--- src/rtl/ldpc_enc_pkg.sv ---
// Shared types and helpers for the LDPC encoder control block.
// The package holds the FSM state encoding and the config range check.
package ldpc_enc_pkg;

    typedef enum logic [2:0] {
        S_IDLE    = 3'd0,
        S_ENCODE  = 3'd1,
        S_HOLD    = 3'd2,
        S_PAR_OUT = 3'd3,
        S_CLEAR   = 3'd4
    } state_t;

    // A block length is usable only if it is nonzero and no larger than the hardware maximum.
    function automatic logic cfg_ok(input int unsigned val, input int unsigned max_val);
        return (val != 0) && (val <= max_val);
    endfunction

endpackage

--- src/rtl/ldpc_beat_cnt.sv ---
// Beat counter with synchronous clear and enable.
// at_term_o flags the last beat of a block of length term_i.
module ldpc_beat_cnt #(
    parameter int W = 7
) (
    input  logic         clk,
    input  logic         rst_n,
    input  logic         clr_i,
    input  logic         en_i,
    input  logic [W-1:0] term_i,
    output logic [W-1:0] cnt_o,
    output logic         at_term_o
);

    logic [W-1:0] cnt_q;
    logic [W-1:0] cnt_d;

    always_comb begin
        cnt_d = cnt_q;
        if (clr_i) begin
            cnt_d = '0;
        end else if (en_i) begin
            cnt_d = cnt_q + W'(1);
        end
    end

    always_ff @(posedge clk or negedge rst_n) begin
        if (!rst_n) begin
            cnt_q <= '0;
        end else begin
            cnt_q <= cnt_d;
        end
    end

    assign cnt_o     = cnt_q;
    assign at_term_o = (cnt_q == term_i - W'(1));

endmodule

--- src/rtl/ldpc_enc_ctrl_p.sv ---
// Control FSM for the LDPC encoder datapath: generator load, info-beat accumulation
// and parity read-out, with run-time block lengths, handshakes and abort.
module ldpc_enc_ctrl_p
    import ldpc_enc_pkg::*;
#(
    parameter int MAX_INFO_BEATS = 64,
    parameter int MAX_PAR_BEATS  = 32,
    parameter int IW             = $clog2(MAX_INFO_BEATS + 1),
    parameter int PW             = $clog2(MAX_PAR_BEATS + 1)
) (
    input  logic          clk,
    input  logic          rst_n,
    input  logic          start,
    input  logic [IW-1:0] cfg_info_beats,
    input  logic [PW-1:0] cfg_par_beats,
    input  logic          abort,
    input  logic          din_valid,
    output logic          din_ready,
    input  logic          read_parity,
    input  logic          par_ready,
    output logic          par_valid,
    output logic          par_last,
    output logic [PW-1:0] par_idx,
    output logic [IW-1:0] rom_addr,
    output logic          en_G,
    output logic          load_g,
    output logic          en_L,
    output logic          done_encode,
    output logic          rst_c,
    output logic          busy,
    output logic          cfg_err
);

    state_t        state_q, state_d;
    logic [IW-1:0] cfg_info_q;
    logic [PW-1:0] cfg_par_q;

    logic cfg_valid, start_acc;
    logic rom_clr, rom_en, rom_term;
    logic par_clr, par_en, par_term;

    assign cfg_valid = cfg_ok(32'(cfg_info_beats), MAX_INFO_BEATS)
                    && cfg_ok(32'(cfg_par_beats), MAX_PAR_BEATS);
    assign start_acc = (state_q == S_IDLE) && start && cfg_valid;

    // The final beat leaves the counter parked on the terminal value.
    assign rom_clr = start_acc || (state_q == S_CLEAR);
    assign rom_en  = (state_q == S_ENCODE) && din_valid && !abort && !rom_term;
    assign par_clr = ((state_q == S_HOLD) && read_parity && !abort) || (state_q == S_CLEAR);
    assign par_en  = (state_q == S_PAR_OUT) && par_ready && !abort && !par_term;

    ldpc_beat_cnt #(.W(IW)) u_rom_cnt (
        .clk       (clk),
        .rst_n     (rst_n),
        .clr_i     (rom_clr),
        .en_i      (rom_en),
        .term_i    (cfg_info_q),
        .cnt_o     (rom_addr),
        .at_term_o (rom_term)
    );

    ldpc_beat_cnt #(.W(PW)) u_par_cnt (
        .clk       (clk),
        .rst_n     (rst_n),
        .clr_i     (par_clr),
        .en_i      (par_en),
        .term_i    (cfg_par_q),
        .cnt_o     (par_idx),
        .at_term_o (par_term)
    );

    always_ff @(posedge clk or negedge rst_n) begin
        if (!rst_n) begin
            state_q    <= S_IDLE;
            cfg_info_q <= '0;
            cfg_par_q  <= '0;
        end else begin
            state_q <= state_d;
            if (start_acc) begin
                cfg_info_q <= cfg_info_beats;
                cfg_par_q  <= cfg_par_beats;
            end
        end
    end

    always_comb begin
        state_d = state_q;
        case (state_q)
            S_IDLE:    if (start_acc) state_d = S_ENCODE;
            S_ENCODE:  if (abort) state_d = S_CLEAR;
                       else if (din_valid && rom_term) state_d = S_HOLD;
            S_HOLD:    if (abort) state_d = S_CLEAR;
                       else if (read_parity) state_d = S_PAR_OUT;
            S_PAR_OUT: if (abort) state_d = S_CLEAR;
                       else if (par_ready && par_term) state_d = S_CLEAR;
            S_CLEAR:   state_d = S_IDLE;
            default:   state_d = S_IDLE;
        endcase
    end

    always_comb begin
        din_ready   = 1'b0;
        en_L        = 1'b0;
        en_G        = 1'b0;
        load_g      = 1'b0;
        done_encode = 1'b0;
        par_valid   = 1'b0;
        par_last    = 1'b0;
        rst_c       = 1'b1;
        busy        = (state_q != S_IDLE);
        cfg_err     = 1'b0;
        case (state_q)
            S_IDLE: begin
                load_g  = start_acc;
                en_G    = start_acc;
                cfg_err = start && !cfg_valid;
            end
            S_ENCODE: begin
                din_ready = !abort;
                en_L      = din_valid && !abort;
                en_G      = din_valid && !abort;
            end
            S_HOLD:    done_encode = 1'b1;
            S_PAR_OUT: begin
                par_valid = !abort;
                par_last  = !abort && par_term;
            end
            S_CLEAR:   rst_c = 1'b0;
            default:   ;
        endcase
    end

endmodule

--- config.mk ---
export PLATFORM = sky130hd
export DESIGN_NAME = ldpc_enc_ctrl_p
export DESIGN_NICKNAME = d
export VERILOG_FILES = /design/src/rtl/ldpc_enc_pkg.sv /design/src/rtl/ldpc_beat_cnt.sv /design/src/rtl/ldpc_enc_ctrl_p.sv
export SDC_FILE = /design/constraint.sdc
export NUM_CORES = 1
export LEC_CHECK = 0
export ABC_CLOCK_PERIOD_IN_PS = 2420
export BUFFER_PORTS_ARGS = -buffer_cell sky130_fd_sc_hd__buf_2
export CAP_MARGIN = 20
export CORE_UTILIZATION = 35
export CTS_CLUSTER_DIAMETER = 60
export DETAILED_ROUTE_END_ITERATION = 7
export PLACE_DENSITY = 0.58
export SETUP_SLACK_MARGIN = 0.3
export SLEW_MARGIN = 40
export SYNTH_ARGS = -nofsm -noshare
export SYNTH_HDL_FRONTEND = slang
export SYNTH_HIERARCHICAL = 1
export SYNTH_SLANG_ARGS = --single-unit
--- constraint.sdc ---
create_clock -name clk -period 2.42 [get_ports clk]
set_clock_uncertainty 0.1 [all_clocks]
set_input_delay 0.121 -clock clk [delete_from_list [all_inputs] [get_ports clk]]
set_output_delay 0.121 -clock clk [all_outputs]
set_load 0.01 [all_outputs]
==> results of run 1 <==
[sequential cells by signal (all words and copies together), names as in the netlist]
| signal | cells |
|---|---|
| cfg_info_q | 7 |
| cfg_par_q | 6 |
| state_q | 3 |
| u_par_cnt/cnt_o | 6 |
| u_rom_cnt/cnt_o | 7 |
[cells by family after synthesis]
group           count (synthesis)  synth area share (%)
fa+ha+maj                       4                  2.74
buf+inv                        13                  4.05
simple gates                   70                  21.1
xor+xnor                       24                  11.5
compound gates                 25                  10.2
mux                            15                  10.6
flops                          29                  39.8
[placed cells by master, fill, tap and decap left out, drive strengths merged, types with 2 or more instances in the layout]
| cell type | netlist | final |
|---|---|---|
| and2 | 2 | 2 |
| nand2b | 4 | 4 |
| nor4 | 2 | 2 |
| nor3 | 8 | 8 |
| o31ai | 2 | 2 |
| or3 | 5 | 5 |
| dfrtp | 29 | 29 |
| xnor2 | 9 | 9 |
| a211oi | 2 | 2 |
| mux2 | 13 | 13 |
| buf | 3 | 64 |
| dlygate4sd3 | 0 | 6 |
| xor2 | 15 | 15 |
| a21oi | 3 | 3 |
| nor4b | 2 | 2 |
| and3 | 3 | 3 |
| mux2i | 2 | 2 |
| nand2 | 14 | 14 |
| o31a | 2 | 2 |
| nor2 | 16 | 16 |
| o21ai | 7 | 7 |
| or4 | 2 | 2 |
| clkbuf | 0 | 6 |
| nand3 | 2 | 2 |
| inv | 10 | 10 |
| ha | 4 | 4 |
| nand4 | 5 | 5 |
[cell type report]
type / count / share of cell area (%)
clock buffers: 6 / 3.18
clock inverters: 2 / 1.44
inverters: 10 / 1.44
multi-input cells: 138 / 45.2
flip-flops and latches: 29 / 27.9
well taps: 67 / 3.22
repair buffers: 70 / 17.6
[how the worst max path moves through the flow]
stage               depth (start not counted)                  to           from
finish                                     11  u_rom_cnt/cnt_o[6]  cfg_info_q[1]
global route                               11  u_rom_cnt/cnt_o[6]  cfg_info_q[0]
CTS                                         9  u_rom_cnt/cnt_o[6]  cfg_info_q[2]
detailed placement                          8          state_q[0]  cfg_info_q[4]
global placement                            8          state_q[0]  cfg_info_q[4]
floorplan                                   9  u_rom_cnt/cnt_o[6]  cfg_info_q[4]
[critical path: cells and delay by family (launching register included)]
kind,cells,cell delay [ps]
AOI/OAI and AO/OA,1,320
xor gates and xnor gates,2,250
adders and majority gates,1,180
buffers and inverters,1,70
DFF,1,390
and+or+nand+nor,6,1100
[metal layers]
layer  vias to the layer above  wire length [um]  global-route usage (%)
met1                       801              2210                    25.1
li1                        799                 -                       -
met5                         -                 0                       0
met3                         2               157                    5.15
met2                        36              2090                    27.1
met4                         0                25                    4.49
[power breakdown]
group          total [mW]  internal [mW]  switching [mW]
logic                1.39          0.733           0.660
clock network       0.530          0.335           0.195
registers           0.793          0.638           0.155
total                2.72           1.71            1.01
[repair_timing]
action,CTS,global route
setup buffers,2,3
pin swaps,23,14
resized for setup,13,17
endpoints found under the setup margin,16,32
endpoints found under the hold margin,32,2
hold buffers,4,2
cloned,0,0
==> results.cfg, run 1 <==
[logic_synthesis]
synth.most_common_cell = dfrtp_1
synthArstFlopShare_pct = 100
synthDominantCellAreaShare_pct = 39.8
ys.flop_type = dfrtp_1
synth_area_per_cell_sq_um = 10.1
synth_commonest_cells = dfrtp_1, nor2_1, xor2_1
ys_ff_latch = 29
synthTopCellsByArea = dfrtp_1, xor2_1, mux2_4
synth-edff-count = 0
yosysSeqAreaShare_pct = 39.8
synth_top_area_cell = dfrtp_1
ys_warn_count = 6
yosysUniqueCellTypes = 45
synth_area_sq_um = 1820
syn_inst = 180
synth_fp_nets = 204

[grt]
grt_pass1_wl_um = 7350
grt_usage_pct = 17.9
overflow = 0
grt_max_degree = 30
antenna_found_initial = 0
grt_pass1_vias = 1552

[die]
fp-row-count = 25
core_sq_um = 4880
die_w_um = 74.2
die_h_um = 74.2
start_util_pct = 37.4
pin_count = 43
die-area_sq_um = 5500

[sta]
finalCritPeriodShare_pct = 105
slew_viol_final = 0
tns_ps = -489
timing.hold.ws_ps = 10.1
rsz0062_at_grt = true
relSlewSlack_pct = 55.0
finalCriticalPeriod_ps = 2530
setup_viol = 7
worst_pin_slew_ps = 674
hold_viol = 0
finalWorstSetupSlack_ps = -110
fmax_mhz = 395

[worst_setup_path]
cp.required_ps = 2480
crit_slowest_cell = or4_4
path_cells = inv_1, ha_2, nor4b_4, xnor2_1, or4_4, a221oi_4, nor2_2, and3_4, nand4_1, xor2_1, nor2_1
r2r_start = cfg_info_q[1]
cp_max_fo = 3
end_kind = flop
crit_type = reg -> reg
r2r_end = u_rom_cnt/cnt_o[6]
rrSetupSlack_ps = -110
crit_path_max_incr_delay_ps = 530
r2r_cells = 11
start_kind = flop
arrival_ps = 2590

[power_and_ir_drop]
power_density_nw_per_um2 = 1040
p_total_mw = 2.72
ir_drop_mv = 0.457
leakage_nw = 1.27

[hold_path]
min_to = cfg_info_q[5]
worst_hold_path_type = in -> reg
min_from = cfg_info_beats[5]
holdPathStages = 2

[placement]
gp_congestion = 0.817
dpl.cell_count = 303
hpwl_um = 3210
io_buffer_count = 42
placed_area_sq_um = 2220
dp_slack_ps = -263

[route]
wl_per_cell_um = 13.9
dr_total_vias = 1638
drt_first_pass_iters = 4
drt_wl_total_um = 4480
ant_nets = 0
via_per_inst = 5.09
drt-initial-drc-count = 71
drc = 0

[cells_and_area]
postLayoutCellArea_sq_um = 2600
area_growth_pct = 42.5
final_nets = 278
n_antenna_cell = 0
final_cells = 322
multi_input_area_sq_um = 1180
regArea_sq_um = 726
fillerInstances = 476
fin_util_pct = 53.3
drive_gt1_share_pct = 44.7

[status]
violations = setup timing
status = finished with violations

[clock_tree]
cts_htree_levels = 2
clk_latency_ps = 280
clk_transition_reported_paths_ps = 70
cts_max_path_buffers = 2
numClockSinks = 29
cts_tree = yes
numCtsBuffers = 5
root_buffer = clkbuf_8

[job]
drv_cap = 0
(Power assumes the default switching activity.)
==> run 2: changes to the inputs <==
--- a/config.mk
+++ b/config.mk
@@ -8,12 +8,13 @@
 export ABC_CLOCK_PERIOD_IN_PS = 2420
 export BUFFER_PORTS_ARGS = -buffer_cell sky130_fd_sc_hd__buf_2
 export CAP_MARGIN = 20
+export CORE_ASPECT_RATIO = 0.9
 export CORE_UTILIZATION = 35
 export CTS_CLUSTER_DIAMETER = 60
 export DETAILED_ROUTE_END_ITERATION = 7
 export PLACE_DENSITY = 0.58
 export SETUP_SLACK_MARGIN = 0.3
-export SLEW_MARGIN = 40
+export SLEW_MARGIN = 0
 export SYNTH_ARGS = -nofsm -noshare
 export SYNTH_HDL_FRONTEND = slang
 export SYNTH_HIERARCHICAL = 1
==> constraint.sdc (replaced) <==
create_clock -name clk -period 2.42 [get_ports clk]
set_clock_uncertainty 0.1 [all_clocks]
set_input_delay 0.121 -clock clk [delete_from_list [all_inputs] [get_ports clk]]
set_output_delay 0.121 -clock clk [all_outputs]
set_load 0.02 [all_outputs]
==> run 2 against run 1 <==
Effect of this change:
- the flow still finishes with violations (setup timing)
- die area hardly changed
- non-clock buffer count is 5 higher
- hold slack worse by 3.2 ps
- global-route usage is 0.34 points lower
- via count is 2.0% lower
- design area is 0.67% higher
- fmax is 1.7% lower
- wire length is 3.1% higher
- final cell count is 0.62% higher
- utilization is 0.13 points lower
- first-iteration DRC count is 25% higher
- critical path type unchanged
==> results.cfg, run 2 (same netlist as run 1, synthesis figures left out) <==
[status]
status = finished with violations
violations = setup timing

[cells_and_area]
area_growth_pct = 43.5
final_nets = 283
layout_common_cells = buf_2, dfrtp_1, buf_4
postLayoutCellArea_sq_um = 2620
n_antenna_cell = 0
drive_gt1_share_pct = 45.6
final_cells = 324
fin_util_pct = 53.2
layout_commonest_cell = buf_2
fillerInstances = 449

[clock_tree]
root_buffer = clkbuf_8
cts_htree_levels = 2
cts_tree = yes
cts_max_path_buffers = 2
numClockSinks = 29
numCtsBuffers = 5
clk_latency_ps = 280
clk_transition_reported_paths_ps = 60

[grt]
grt_pass1_wl_um = 7290
overflow = 0
antenna_found_initial = 0
grt_max_degree = 30
grt_pass1_vias = 1541
grt_usage_pct = 17.6

[worst_setup_path]
crit_path_max_incr_delay_ps = 430
crit_type = reg -> reg
path_cells = or3_1, o31a_1, or4_4, a221oi_4, nand2_1, a22o_4, buf_4, o21ai_2
cp.required_ps = 2530
crit_slowest_cell = or4_4
arrival_ps = 2680
cp_max_fo = 4
end_kind = flop
start_kind = flop

[hold_path]
worst_hold_path_type = in -> reg

[route]
drt_first_pass_iters = 4
ant_nets = 0
drc = 0
wl_per_cell_um = 14.3
via_per_inst = 4.95
drt_wl_total_um = 4620
drt-initial-drc-count = 89
dr_total_vias = 1605

[die]
core_sq_um = 4920
start_util_pct = 37.0
pin_count = 43
die_h_um = 70.5
fp-row-count = 24
die_w_um = 78.1
die-area_sq_um = 5510

[sta]
finalCritPeriodShare_pct = 106
finalWorstSetupSlack_ps = -154
tns_ps = -915
slew_viol_final = 0
hold_viol = 0
relSlewSlack_pct = 54.3
worst_pin_slew_ps = 686
setup_viol = 9
timing.hold.ws_ps = 6.91
rsz0062_at_grt = true
finalCriticalPeriod_ps = 2570
fmax_mhz = 388

[power_and_ir_drop]
leakage_nw = 1.28
sequentialPowerShare_pct = 29.8
p_int_mw = 1.62
power_density_nw_per_um2 = 1020
switching_share_pct = 39.2
clkPwrFrac_pct = 15.4
ir_drop_mv = 0.547
p_switching_mw = 1.05
p_total_mw = 2.67
p_comb_share_pct = 54.8

[placement]
hpwl_um = 3190
gp_congestion = 0.879
placed_area_sq_um = 2240
dp_slack_ps = -259
dpl.cell_count = 302
io_buffer_count = 42

[job]
drv_cap = 0
-- run 2: worst paths after layout --
| kind | start | endpoint | slack, ps | depth (start not counted) |
|---|---|---|---|---|
| worst max-delay path | cfg_info_q[3] | state_q[1] | -150 | 8 |
| worst min-delay path | cfg_info_beats[5] | cfg_info_q[5] | 7 | 2 |
| worst max register to register | cfg_info_q[3] | state_q[1] | -150 | 8 |
| worst min register to register | cfg_info_q[6] | cfg_info_q[6] | 440 | 1 |
| max in group asynchronous | rst_n | cfg_par_q[2] | 1420 | 2 |
| min in group asynchronous | rst_n | u_par_cnt/cnt_o[1] | 320 | 2 |
-- run 2: final cells by class --
class	instances	area, sq um	area share, %
clock buffer	7	86.3	3.30
inverter	10	37.5	1.43
multi-input combinational	138	1170	44.7
sequential	29	727	27.8
tap	65	81.3	3.11
timing repair buffer	75	515	19.7
-- run 2: critical path: cells and delay by family, from the launching register on --
family                 cells  cell delay [ps]
buffers and inverters      1              140
and+or+nand+nor            3              940
AOI/OAI and AO/OA          4              970
DFF                        1              370
-- run 2: power by group through the flow --
| stage | sequential (mW) | clock (mW) | combinational [mW] |
|---|---|---|---|
| 2_1_floorplan | 0.820 | 0 | 0.807 |
| 3_3_place_gp | 0.790 | 0 | 1.24 |
| 3_5_place_dp | 0.790 | 0 | 1.24 |
| 4_1_cts | 0.790 | 0.418 | 1.35 |
| 5_1_grt | 0.812 | 0.445 | 1.60 |
| 6_report | 0.796 | 0.412 | 1.46 |
-- run 2: timing repair --
action                                 CTS  global route
endpoints found under the hold margin   35             0
hold buffers                             7             0
resized for setup                       15            21
cloned                                   0             0
buffers inserted                         7             1
setup endpoints to repair               25            28
pin swaps                               33            17
-- run 2: layer usage --
layer  wire [um]  track usage (%)  share of wire [%]  vias to the layer above
met5           0                0                  0                        -
li1            -                -                  -                      802
met4          43             6.17               0.93                        0
met2        2130             26.0                 46                       32
met1        2290             23.8                 50                      767
met3         156             5.75                3.4                        4
